File: src/rtl/opentrig_pkg.sv
// Shared definitions for the reference-clock/reset link: the timestamp width default,
// the transmitter FSM states and the timestamp type.
package opentrig_pkg;

  localparam int REF_W_DEF = 48;

  typedef enum logic [1:0] {
    SYNC_HOLD = 2'd0,
    SETUP     = 2'd1,
    RUN       = 2'd2
  } state_t;

  typedef logic [REF_W_DEF-1:0] ref_t;

endpackage

File: src/rtl/ref_edge_counter.sv
// Edge counter split into two W/2 halves. The carry into the high half is registered, so the
// high half updates one cycle after the low half wraps.
module ref_edge_counter #(
  parameter int W = 48
) (
  input  logic         i_clk,
  input  logic         i_rst_n,
  input  logic         i_clear,
  input  logic         i_incr,
  output logic [W-1:0] o_value
);

  localparam int HW = W / 2;

  logic [HW-1:0] r_lo;
  logic [HW-1:0] r_hi;
  logic          r_carry;

  always_ff @(posedge i_clk or negedge i_rst_n) begin
    if (!i_rst_n) begin
      r_lo    <= '0;
      r_hi    <= '0;
      r_carry <= 1'b0;
    end else if (i_clear) begin
      r_lo    <= '0;
      r_hi    <= '0;
      r_carry <= 1'b0;
    end else begin
      r_carry <= i_incr && (r_lo == '1);
      if (i_incr) r_lo <= r_lo + 1'b1;
      if (r_carry) r_hi <= r_hi + 1'b1;
    end
  end

  assign o_value = {r_hi, r_lo};

endmodule

File: src/rtl/clk_ref_gen.sv
// Reference clock/reset transmitter: holds reset_out, waits the setup time, then divides
// sampling_clk into clk_out while mirroring the timestamp each receiver latches.
module clk_ref_gen
  import opentrig_pkg::*;
#(
  parameter int HALF_PERIOD  = 50,
  parameter int RESET_CYCLES = 16,
  parameter int SETUP_CYCLES = 8,
  parameter int REF_W        = REF_W_DEF
) (
  input  logic             sampling_clk,
  input  logic             reset_n,
  input  logic             sync_req,
  output logic             sync_ack,
  input  logic             run_en,
  output logic             clk_out,
  output logic             reset_out,
  output logic [REF_W-1:0] tx_ref,
  output logic             tx_ref_valid,
  output logic             running,
  output state_t           dbg_state
);

  // Handshake: sync_req is a level held by the requester; sync_ack is a one-cycle pulse on
  // the first clk_out rising edge after the resync, and the requester drops sync_req on it.

  localparam int CW = 16;

  state_t           r_state;
  logic [CW-1:0]    r_cnt;
  logic [CW-1:0]    r_phase;
  logic             r_parked;
  logic             r_running;
  logic             r_clk_out;
  logic             r_reset_out;
  logic             r_sync_ack;
  logic             r_ack_pend;
  logic             r_valid;
  logic [REF_W-1:0] r_tx_ref;

  logic             w_rise;
  logic             w_clear;
  logic             w_hold_done;
  logic             w_setup_done;
  logic             w_phase_wrap;
  logic [REF_W-1:0] w_edge_cnt;

  assign w_hold_done  = (r_cnt == CW'(RESET_CYCLES - 1));
  assign w_setup_done = (r_cnt == CW'(SETUP_CYCLES - 1));
  assign w_phase_wrap = (r_phase == CW'(HALF_PERIOD - 1));

  // A resync request beats a coincident phase wrap, so no edge is emitted that cycle.
  always_comb begin
    w_rise  = 1'b0;
    w_clear = 1'b0;
    case (r_state)
      SETUP: w_rise = w_setup_done && run_en;
      RUN: begin
        if (sync_req)      w_clear = 1'b1;
        else if (r_parked) w_rise  = run_en;
        else               w_rise  = w_phase_wrap && !r_clk_out && run_en;
      end
      default: ;
    endcase
  end

  always_ff @(posedge sampling_clk or negedge reset_n) begin
    if (!reset_n) begin
      r_state     <= SYNC_HOLD;
      r_cnt       <= '0;
      r_phase     <= '0;
      r_parked    <= 1'b0;
      r_running   <= 1'b0;
      r_clk_out   <= 1'b0;
      r_reset_out <= 1'b1;
      r_sync_ack  <= 1'b0;
      r_ack_pend  <= 1'b1;
      r_valid     <= 1'b0;
      r_tx_ref    <= '0;
    end else begin
      r_sync_ack <= 1'b0;
      r_valid    <= 1'b0;
      case (r_state)
        SYNC_HOLD: begin
          if (w_hold_done) begin
            r_state     <= SETUP;
            r_cnt       <= '0;
            r_reset_out <= 1'b0;
          end else begin
            r_cnt <= r_cnt + 1'b1;
          end
        end
        SETUP: begin
          if (w_setup_done) begin
            r_state   <= RUN;
            r_phase   <= '0;
            r_parked  <= !run_en;
            r_running <= run_en;
          end else begin
            r_cnt <= r_cnt + 1'b1;
          end
        end
        RUN: begin
          if (sync_req) begin
            r_state     <= SYNC_HOLD;
            r_cnt       <= '0;
            r_phase     <= '0;
            r_clk_out   <= 1'b0;
            r_reset_out <= 1'b1;
            r_parked    <= 1'b0;
            r_running   <= 1'b0;
            r_ack_pend  <= 1'b1;
          end else if (r_parked) begin
            if (run_en) begin
              r_parked  <= 1'b0;
              r_running <= 1'b1;
            end
          end else if (w_phase_wrap) begin
            r_phase <= '0;
            if (r_clk_out) r_clk_out <= 1'b0;
            // The falling edge is the phase boundary where a disabled clock parks.
            if (!run_en) begin
              r_parked  <= 1'b1;
              r_running <= 1'b0;
            end
          end else begin
            r_phase <= r_phase + 1'b1;
          end
        end
        default: r_state <= SYNC_HOLD;
      endcase
      if (w_rise) begin
        r_clk_out <= 1'b1;
        r_tx_ref  <= w_edge_cnt;
        r_valid   <= 1'b1;
        if (r_ack_pend) begin
          r_sync_ack <= 1'b1;
          r_ack_pend <= 1'b0;
        end
      end
    end
  end

  ref_edge_counter #(
    .W(REF_W)
  ) u_edge_cnt (
    .i_clk   (sampling_clk),
    .i_rst_n (reset_n),
    .i_clear (w_clear),
    .i_incr  (w_rise),
    .o_value (w_edge_cnt)
  );

  assign sync_ack     = r_sync_ack;
  assign clk_out      = r_clk_out;
  assign reset_out    = r_reset_out;
  assign tx_ref       = r_tx_ref;
  assign tx_ref_valid = r_valid;
  assign running      = r_running;
  assign dbg_state    = r_state;

endmodule

File: config.mk
export PLATFORM = sky130hd
export DESIGN_NAME = clk_ref_gen
export DESIGN_NICKNAME = d
export VERILOG_FILES = /design/src/rtl/opentrig_pkg.sv /design/src/rtl/ref_edge_counter.sv /design/src/rtl/clk_ref_gen.sv
export SDC_FILE = /design/constraint.sdc
export NUM_CORES = 1
export LEC_CHECK = 0
export BUFFER_PORTS_ARGS = -buffer_cell sky130_fd_sc_hd__buf_2
export CORE_UTILIZATION = 55
export CTS_CLUSTER_DIAMETER = 50
export DETAILED_ROUTE_END_ITERATION = 16
export GPL_TIMING_DRIVEN = 1
export PLACE_DENSITY = 0.77
export SYNTH_ARGS = -nofsm -noshare
export SYNTH_HDL_FRONTEND = slang
export SYNTH_SLANG_ARGS = --single-unit
File: constraint.sdc
create_clock -name sampling_clk -period 3.8 [get_ports sampling_clk]
set_clock_uncertainty 0.05 [all_clocks]
set_input_delay 0.76 -clock sampling_clk [delete_from_list [all_inputs] [get_ports sampling_clk]]
set_output_delay 0.76 -clock sampling_clk [all_outputs]
set_load 0.05 [all_outputs]
Word-level counts from Yosys, hierarchy flattened
Cells that the tools add are included.

operators by class
  add/sub/neg operators = 4
  eq/ne operators = 15
  multiplexer cells = 51
  reductions and logical operators = 21

operators with widths
  kind                   count
  $mux 16                7
  $mux 24                4
  $add 24x1->24 const B  2
  $pmux 16 s3            1
  $add 16x1->16 const B  2
  $pmux 16 s2            1
  $mux 1                 30
  $eq 24x24->1 const B   1
  $eq 16x3->1 const B    1
  $eq 16x4->1 const B    1
  $eq 16x6->1 const B    1
  $reduce_and 3->1       5
  $ne 4x4->1 const B     3
  $reduce_bool 2->1      5
  $ne 2x2->1 const B     4
  $pmux 1 s2             4
  $mux 2                 3
  $pmux 2 s3             1
  $reduce_bool 3->1      2
  $reduce_and 5->1       1
  $logic_and 1x1->1      4
  $ne 3x2->1 const B     1
  $ne 3x3->1 const B     1
  $eq 2x1->1 const B     1
  4 further kinds        5

storage, ports and cells
  bits in registers = 138
  input port bits = 4
  output and inout port bits = 55

Longest topological paths before layout
  depth after elaboration = 8
  depth in mapped cells = 10
  gate-level depth less buffers = 8

Modules after synthesis
A second synthesis with hierarchy kept.

unflattened totals
  cell total of the unflattened synthesis = 619
  area total of the unflattened synthesis = 6,894.1 um2

modules (own cells, without submodules)
  module            times used  cells an instance  area each (um2)  seq. area each (um2)
  clk_ref_gen       1           371                4,439.3          2,229.6
  ref_edge_counter  1           248                2,454.9          1,226.2

Least setup slack after synthesis
No wires, ideal clock.

  path type = register to register
  from = register r_state[1], in the netlist dbg_state[1]
  to = register r_cnt[4]
  library setup time = 0.121 ns
  data arrival time = 2.505 ns
  required time = 3.629 ns
  path slack = 1.124 ns
  stages on the path, launching flop included = 10
  clock period less this slack = 2.676 ns
  cell sequence = dfrtp_1 > inv_1 > ha_1 > nand4b_1 > nor4_2 > or2_0 > clkbuf_1 > buf_2 > nor2_1 > o22a_1

between the ends
  word-level cells in the longest chain between the ends = 3

RTL lines
  element                                                           line                RTL
  start: declaration                                                clk_ref_gen.sv:29   state_t r_state;
  start signal: assignment                                          clk_ref_gen.sv:69   r_state <= SYNC_HOLD;
  start signal: assignment                                          clk_ref_gen.sv:86   r_state <= SETUP;
  start signal: assignment                                          clk_ref_gen.sv:95   r_state <= RUN;
  $eq 2x1->1, or another cell as far along                          clk_ref_gen.sv:83   case (r_state)
  $ne 2x2->1 (no source line) or $reduce_bool 3->1 (tied branches)  n/a
  $reduce_and 3->1 (no source line)                                 n/a
  end signal: assignment                                            clk_ref_gen.sv:90   r_cnt <= r_cnt + 1'b1;
  end signal: assignment                                            clk_ref_gen.sv:100  r_cnt <= r_cnt + 1'b1;
  end: declaration                                                  clk_ref_gen.sv:30   logic [CW-1:0] r_cnt;

Several ways; a longest one is shown, not always the timed one.
A chain may end at the register's enable or synchronous reset.

Worst setup path after layout
  from = register r_cnt[4]
  to = register r_tx_ref[32], in the netlist tx_ref[32]

between the ends
  word-level cells in the longest chain between the ends = 3

RTL lines
  element                 line                RTL
  $eq 16x3->1             clk_ref_gen.sv:49   assign w_setup_done = (r_cnt == CW'(SETUP_CYCLES - 1));
  $logic_and 1x1->1       clk_ref_gen.sv:57   SETUP: w_rise = w_setup_done && run_en;
  $pmux 1 s2              clk_ref_gen.sv:56   case (r_state)
  end signal: assignment  clk_ref_gen.sv:134  r_tx_ref <= w_edge_cnt;
  end: declaration        clk_ref_gen.sv:39   logic [REF_W-1:0] r_tx_ref;

Every way passes these cells.

==> flow_summary.ini <==
[setup_path]
arrival_ps = 3370
path_class = reg2reg
end_kind = register
path_buf_inv = 0
cp-startpoint = r_cnt[4]$_DFFE_PN0P_
path_cells = or4_1 -> or3_4 -> o22a_1 -> or2_2 -> mux2_1
required_ps = 4050
critPathLaunchType = register
r2r-start = r_cnt[4]$_DFFE_PN0P_
critPathSlowestCell = or2_2
cp_slowest_stage_delay_ps = 700
critPathTopFamily = simple AND/OR/NAND/NOR gates
cp_max_fo = 47

[power]
p_per_area_nw_per_um2 = 565
power_frac_seq_pct = 42.8
switchingPower_w = 0.00147
p_int_w = 0.00289
p_clk_share_pct = 35.7
peakVddDrop_uv = 398
swShare_pct = 33.8
leakage_nw = 3.59
power_frac_comb_pct = 21.6

[global_routing]
groute.usage.overall_pct = 24.9
gr-total-overflow = 0
gr-usage-met3_pct = 6.00
grt_pass1_vias = 5286
antenna_found_initial = 0
grt_max_degree = 102
grt_pass1_wl_microns = 25200
use_met1_pct = 32.1
use_met2_pct = 41.5
grt_busiest_layer = met2

[synth]
ys_ff_latch = 138
synth_top_cell_area_share_pct = 50.1
yosys-top-cells-area = dfrtp_1 50%, mux2_1 6.5%, o21ai_0 3.6%
ys.flop_type = dfrtp_1
ys_types = 52
ys_async_sr_fraction_pct = 100
yosys_warnings = 0
synthesis.nets = 688
synth_edf_count = 0
syn_area_sq_um = 6800
avgSynthCellArea_sq_um = 10.1
ys_seq_area_share_pct = 50.8
syn_inst = 675
yosys.area.top_type = dfrtp_1

[floorplanning]
dieHeight_microns = 113
die-area_sq_um = 12800
start_util_pct = 56.6
coreArea_sq_um = 12000
die_w_microns = 113
pin_count = 59
row_count = 40

[layout]
diodes = 0
area_delta_synth_final_pct = 13.5
layoutNonFillerInstCount = 877
layout-drive-gt1-share_pct = 14.7
nFillCells = 970
final_net_count = 730

[cts]
h-tree-depth = 4
cts_buffer_depth = 2
post-cts-setup-buffer-count = 0
cts_tree = yes
clk_pin_slew_ps = 60
cts_root_buffer = clkbuf_16
clock_latency_ps = 430
cts_hold_buf = 0
cts_buffers = 17
cts_resized = 0
clkSinkCount = 138

[sta]
slew_headroom_pct = 17.9
worst_pin_slew_ps = 1230
slew_violations = 0
setup_tns_ps = 0
fin_ws_ps = 683
rsz0062_at_grt = false
period_minus_slack_ps = 3120
finalHoldViolations = 0
max_freq_mhz = 321
final-setup-viol-count = 0
fin_crit_sh_pct = 82.0

[placement]
place_ws_ps = 681
dpl.cell_count = 845
hpwl_microns = 9760
gp_congestion = 0.836
io_buffers = 58

[detailed_routing]
ant_nets = 0
drt_iter0_markers = 444
drt_wl_total_microns = 15000
drcViolationCount = 0
drt_pass1_iterations = 5
avgViaCountPerCell = 6.20
num_vias = 5440
wl_per_cell_microns = 17.1

[run_status]
status = complete, no violations

[min_path]
hold_class = in2async

[flow_run]
drv_cap = 0
-- worst paths after layout --
check | endpoint | slack, ps | cells past startpoint
max reg2reg | tx_ref[32]$_DFFE_PN0N_ | 680 | 5
min | r_cnt[2]$_DFFE_PN0P_ | 410 | 1
min reg2reg | tx_ref[31]$_DFFE_PN0N_ | 430 | 1
max in group asynchronous | u_edge_cnt.r_lo[8]$_DFFE_PN0P_ | 2560 | 2
max | tx_ref[32]$_DFFE_PN0N_ | 680 | 5
min in group sampling_clk | tx_ref[31]$_DFFE_PN0N_ | 430 | 1
-- final cells by class --
class | instances | area [sq um] | area share [%]
clock inverter | 13 | 119 | 1.54
clock buffer | 19 | 443 | 5.74
timing repair buffer | 65 | 362 | 4.68
inverter | 25 | 93.8 | 1.22
sequential | 138 | 3460 | 44.8
tap | 147 | 184 | 2.38
multi-input combinational | 470 | 3060 | 39.7
-- logic make-up (layout without fill, tap and decap cells) --
group	count (synthesis)	after routing	share of synthesized area [%]
flip-flops	138	138	50.8
buffers and inverters	67	122	4.14
AO/OA/AOI/OAI	135	135	11.9
XOR/XNOR	25	25	3.22
multiplexers	45	45	7.38
adder cells (fa/ha/maj)	9	9	1.66
AND/OR/NAND/NOR	256	256	20.9
-- layout by cell type, fill, tap and decap left out, types with 11 or more instances in the layout --
master | synthesis | final
a21oi_1 | 41 | 41
and3_1 | 16 | 16
buf_2 | 6 | 57
clkbuf_16 | 0 | 17
dfrtp_1 | 136 | 136
inv_1 | 24 | 24
mux2_1 | 39 | 39
nand2_1 | 33 | 33
nand3_1 | 33 | 33
nand4_1 | 20 | 20
nor2_1 | 44 | 44
nor3_1 | 26 | 26
nor4_1 | 11 | 11
o21ai_0 | 49 | 49
o31ai_1 | 22 | 22
or3_1 | 16 | 16
or4_1 | 24 | 24
xnor2_1 | 18 | 18
-- sequential cells by signal, summed over array words and instances (netlist names) --
register,cells
reset_out,1
u_edge_cnt.r_carry,1
sync_ack,1
r_ack_pend,1
dbg_state,2
running,1
tx_ref_valid,1
u_edge_cnt.r_hi,24
u_edge_cnt.r_lo,24
r_parked,1
clk_out,1
r_phase,16
r_cnt,16
tx_ref,48
-- metal layers --
metal	share of wire (%)	vias to the layer above
met5	0	-
met4	1.3	0
met3	3.8	17
met2	50	138
met1	44	2714
li1	-	2571
-- power groups by stage --
stage	Clock [W]	Sequential, W	Combinational (W)
2_1_floorplan	0	0.00195	0.000603
3_3_place_gp	0	0.00187	0.000905
3_5_place_dp	0	0.00189	0.000934
4_1_cts	0.00158	0.00186	0.000942
5_1_grt	0.00163	0.00189	0.00104
6_report	0.00156	0.00186	0.000941
-- metrics by stage --
| step | hold WS (ps) | total power (W) | instance area (sq um) | util, % |
|---|---|---|---|---|
| 3_5_place_dp | 426 | 0.00282 | 7160 | 59.6 |
| 4_1_cts | 439 | 0.00438 | 7720 | 64.3 |
| 6_report | 406 | 0.00436 | 7720 | 64.3 |
| 2_1_floorplan | 414 | 0.00255 | 6800 | - |
| 3_3_place_gp | 419 | 0.00278 | 7160 | 59.6 |
| 5_1_grt | 450 | 0.00457 | 7720 | 64.3 |
-- cells in the mapped netlist, types with 7 or more instances --
cell,instances
nand2_1,33
and3_1,16
xnor2_1,18
or3_1,16
nor4_1,11
nand3_1,33
clkbuf_1,31
inv_1,24
mux2_1,39
o31ai_1,22
or4_1,24
a21oi_1,41
xor2_1,7
nor3_1,26
dfrtp_1,136
o21ai_0,49
ha_1,9
nand4_1,20
nor2_1,44
-- worst reg2reg max path, delay by kind of cell, from the launching register on --
kind	cells	cell delay, ps
simple gates	3	1790
mux	1	500
flops	1	440
compound gates	1	220
Note: power is estimated with default switching activity, not from simulation.
